$ cat src/rtl/timer_irq_source.sv
// Memory-mapped countdown timer driving one hwInt bit; CTRL/PRESET/COUNT on a
// word-addressed bridge port, acknowledged by rewriting CTRL.
module timer_irq_source #(
   parameter logic [31:0] PRESET_INIT = 32'd0
) (
   input  logic        clk,
   input  logic        reset,
   input  logic [1:0]  addr,
   input  logic        we,
   input  logic [31:0] din,
   output logic [31:0] dout,
   output logic        irq
);

   typedef enum logic [1:0] {
      S_IDLE = 2'd0,
      S_LOAD = 2'd1,
      S_CNT  = 2'd2,
      S_INT  = 2'd3
   } state_t;

   state_t      r_state;
   logic [3:0]  r_ctrl;
   logic [31:0] r_preset;
   logic [31:0] r_count;
   logic        r_irq_pend;

   logic        w_en;
   logic [1:0]  w_mode;
   logic        w_im;
   logic        w_ctrl_wr;
   logic        w_preset_wr;

   assign w_en        = r_ctrl[0];
   assign w_mode      = r_ctrl[2:1];
   assign w_im        = r_ctrl[3];
   assign w_ctrl_wr   = we && (addr == 2'd0);
   assign w_preset_wr = we && (addr == 2'd1);

   assign irq = r_irq_pend & w_im;

   always_ff @(posedge clk or posedge reset) begin
      if (reset) begin
         r_state    <= S_IDLE;
         r_ctrl     <= '0;
         r_preset   <= PRESET_INIT;
         r_count    <= '0;
         r_irq_pend <= 1'b0;
      end else begin
         case (r_state)
            S_IDLE: begin
               if (w_en) r_state <= S_LOAD;
            end
            S_LOAD: begin
               r_count <= r_preset;
               r_state <= S_CNT;
            end
            S_CNT: begin
               if (!w_en) begin
                  r_state <= S_IDLE;
               end else if (r_count > 32'd1) begin
                  r_count <= r_count - 32'd1;
               end else begin
                  r_count    <= '0;
                  r_irq_pend <= 1'b1;
                  r_state    <= S_INT;
               end
            end
            S_INT: begin
               if (w_mode == 2'd1) begin
                  r_irq_pend <= 1'b0;
                  r_state    <= S_LOAD;
               end else begin
                  r_ctrl[0] <= 1'b0;
                  r_state   <= S_IDLE;
               end
            end
            default: r_state <= S_IDLE;
         endcase
         // Bus writes come last so they override the FSM's EN clear and pend set.
         if (w_ctrl_wr) begin
            r_ctrl     <= din[3:0];
            r_irq_pend <= 1'b0;
         end
         if (w_preset_wr) r_preset <= din;
      end
   end

   always_comb begin
      dout = '0;
      case (addr)
         2'd0:    dout = {28'd0, r_ctrl};
         2'd1:    dout = r_preset;
         2'd2:    dout = r_count;
         default: dout = '0;
      endcase
   end

endmodule

$ cat config.mk
export PLATFORM = sky130hd
export DESIGN_NAME = timer_irq_source
export DESIGN_NICKNAME = d
export VERILOG_FILES = /design/src/rtl/timer_irq_source.sv
export SDC_FILE = /design/constraint.sdc
export NUM_CORES = 1
export LEC_CHECK = 0
export CAP_MARGIN = 30
export CORE_MARGIN = 2
export CORE_UTILIZATION = 39
export CTS_CLUSTER_SIZE = 8
export DETAILED_ROUTE_END_ITERATION = 7
export PLACE_DENSITY_LB_ADDON = 0.2
export SLEW_MARGIN = 10
export SYNTH_ARGS = -nofsm -noshare
export SYNTH_HDL_FRONTEND = slang
export SYNTH_SLANG_ARGS = --single-unit
$ cat constraint.sdc
create_clock -name clk -period 5.3 [get_ports clk]
set_clock_uncertainty 0.2 [all_clocks]
set_input_delay 0.53 -clock clk [delete_from_list [all_inputs] [get_ports clk]]
set_output_delay 0.53 -clock clk [all_outputs]
set_load 0.01 [all_outputs]
==> key figures <==
Final layout
  • # diodes: 0
  • Filler cells: 936
  • Post-route insts no fill: ~600
  • Sequential cell area: 0.001777 sq mm
  • Final Net Count: 503
  • Footprint of the multi-input gates: 0.002069 sq mm
  • Layout cells sized above 1: 15.57%
  • Area growth from synthesis to layout: 26.54%

Clock tree
  • Worst-path clk slew: 80 ps
  • CTS tree: done
  • # hold bufs at CTS: 0
  • Clock latency at the later pin of the worst-skew pair: ~350 ps
  • Clk buf depth: 2
  • CTS Sinks: 71
  • Root buffer cell: clkbuf_8
  • Num CTS Buffers: 9
  • Post-CTS Setup Bufs: 0
  • Post-CTS Resized: 0
  • Htree depth: 3

STA
  • Min cycle time layout: 3558 ps
  • Unrepaired setup endpoints after global routing: no
  • Slew Limit Fails: 0
  • Hold WS: ~140 ps
  • Sum Neg Setup Slack: 0 ps
  • Endpoints failing hold: 0
  • Maximum clock rate: 281.0 MHz
  • Slew @ Worst Pin: 936.4 ps
  • Max-slew headroom: 37.42%
  • Final period util: 67.14%
  • Setup violations, final: 0

Logic synthesis
  • Asr flop ratio synth: 100.0%
  • Post-synth EDFFs: 0
  • Yosys reg bits: 71
  • Post-synth top cells: dfrtp_1 (71), mux2_2 (35), a22o_1 (33)
  • Leading area contributor after synthesis: dfrtp_1
  • Mean Syn Cell Area: between 9 and 10 sq um
  • Most frequent cell after synthesis: dfrtp_1
  • Synth Warn #: 0
  • Post-Syn Nets: 442
  • Synth area leaders: dfrtp_1 (44%), mux2_2 (9.8%), a22o_1 (7.2%)
  • Cell variety after synth: 52
  • Most used DFF post-synth: dfrtp_1
  • Cells after Synth: 403
  • Sequential fraction of the synthesis area: approximately 44%
  • Mapped Area: ~0.0040 sq mm
  • Top-area cell type share of the netlist area: 44.24%

Setup path
  • Worst Setup SP: addr[1]
  • Most frequent cell on the critical path: clkdlybuf4s50_1
  • Critical Path Source Type: input port
  • Worst reg2reg startpoint: r_count[11]$_DFFE_PP0P_
  • CP max stage cell: clkdlybuf4s50_1
  • Crit path required time: between 4000 and 5000 ps
  • Family with the most delay on the worst path: buffers and inverters
  • Worst Path Max Fanout: 16
  • Data arrival, critical path: roughly 2800 ps
  • Crit-path cells: clkdlybuf4s50_1 -> nor2b_2 -> buf_4 -> a22o_1 -> clkdlybuf4s50_1
  • WS Path Type: input port to output port
  • Buf+Inv Stages, Crit Path: 3
  • Worst setup EP type: output port
  • Crit path largest cell delay: 670 ps

Place
  • DP Wirelength: roughly 7400 microns
  • Port bufs: 69
  • RePlAce Congestion: 0.8192
  • Post-Place Cells: 587

Floorplanning
  • Rows: 37
  • Die X: 105.5 microns
  • Die area: 0.01113 sq mm
  • Initial core utilization: 39.61%
  • Placeable Area: 0.01014 sq mm
  • I/O pins: 70
  • Chip height: 105.5 microns

Worst hold path
  • Hold WC Path Type: input port to async pin

Pwr
  • Psw: 979.2 uW
  • Int Pwr: 1.469 mW
  • Reg power frac: 38.9%
  • Sw Share: between 30% and 40%
  • P per Cell Area: ~480 mW/mm^2
  • Static Leak: 2.036 nW
  • Peak supply drop: ~0.00025 V
  • Logic gate share of total power: 40.5%
  • Clk pwr share: 20.6%

Global route
  • First-pass GRT wire length: 18160 microns
  • All-Layer GR Usage: 20.36%
  • Vias in the first global route: 3473
  • Antenna violations before repair: 0
  • Grt total ovfl: 0
  • Largest net degree at the start of global routing: 42

Detailed routing
  • Drt pass-1 iters: 4
  • Remaining DRCs: 0
  • Wirelength per Cell: 17.97 microns
  • Vias per cell: 5.866
  • 1st-iter DRT viols: 175
  • Routed Wire Length: 10870 microns
  • Detail Route Antenna Nets: 0
  • Via count: 3549

Run
  • Max cap viols: 0

Status
  • Outcome: complete, no violations
==> power groups by stage <==
stage,registers (mW),clock network (mW),logic (mW)
after floorplan,0.860,0,0.722
final,0.952,0.504,0.992
after global placement,0.952,0,0.965
after CTS,0.945,0.512,0.986
after global routing,0.980,0.535,1.10
after detailed placement,0.951,0,0.982
==> area by class of cell <==
class | instances | area share, %
tap | 136 | 3.348
clock buffer | 11 | 2.979
clock inverter | 5 | 1.576
sequential | 71 | 34.96
inverter | 15 | 1.108
multi-input combinational | 288 | 40.72
timing repair buffer | 79 | 15.31
==> worst reg2reg max path, delay by kind of cell (launching register included) <==
kind            cells  cell delay [ps]
simple gates        2             1100
flops               1              450
buf+inv             1              360
compound gates      3             1200
==> path summary, 6_finish.rpt <==
check | to | cells past startpoint | slack, ps
min in group clk | r_ctrl[1]$_DFFE_PP0P_ | 1 | 330
max | dout[8] | 5 | 1740
max in group asynchronous | r_count[27]$_DFFE_PP0P_ | 4 | 3900
max reg2reg | r_count[5]$_DFFE_PP0P_ | 6 | 1880
min | r_preset[14]$_DFFE_PP0P_ | 2 | 140
min reg2reg | r_ctrl[1]$_DFFE_PP0P_ | 1 | 330
==> metal layers <==
metal	track usage [%]	part of all wire (%)
met5	0	0
met4	6.190	1.4
met3	3.711	5.0
met2	32.26	48
met1	28.38	46
==> metrics by stage <==
| stage | area [sq um] | utilization [%] | power, mW | worst slack [ps] |
|---|---|---|---|---|
| after floorplan | 4016 | - | 1.582 | 2533 |
| after global placement | 4823 | 47.58 | 1.917 | 1777 |
| after detailed placement | 4823 | 47.58 | 1.933 | 1702 |
| after CTS | 5055 | 49.86 | 2.443 | 1691 |
| after global routing | 5082 | 50.13 | 2.613 | 1539 |
| final | 5082 | 50.13 | 2.448 | 1742 |
==> sequential cells by signal, summed over array words and instances (netlist names) <==
name / count
r_ctrl: 4
r_state: 2
r_count: 32
r_irq_pend: 1
r_preset: 32
==> cell families (layout without fill, tap and decap cells) <==
kind of cell | after synthesis | after routing | share of synthesized area [%]
AOI/OAI and AO/OA | 126 | 126 | 23.43
muxes | 39 | 39 | 10.81
adders and majority gates | 2 | 2 | 0.6230
DFF | 71 | 71 | 44.24
buffers and inverters | 44 | 110 | 4.455
and+or+nand+nor | 121 | 121 | 16.45
==> cell usage in the layout (no fill, tap or decap), drive strengths merged, types with 11 or more instances in the layout <==
cell type      count
a21oi             11
a22o              33
clkbuf            11
clkdlybuf4s50     69
dfrtp             71
inv               15
mux2              35
nand2             25
nor2              20
nor3              15
o21ai             28
(Power assumes the default switching activity.)
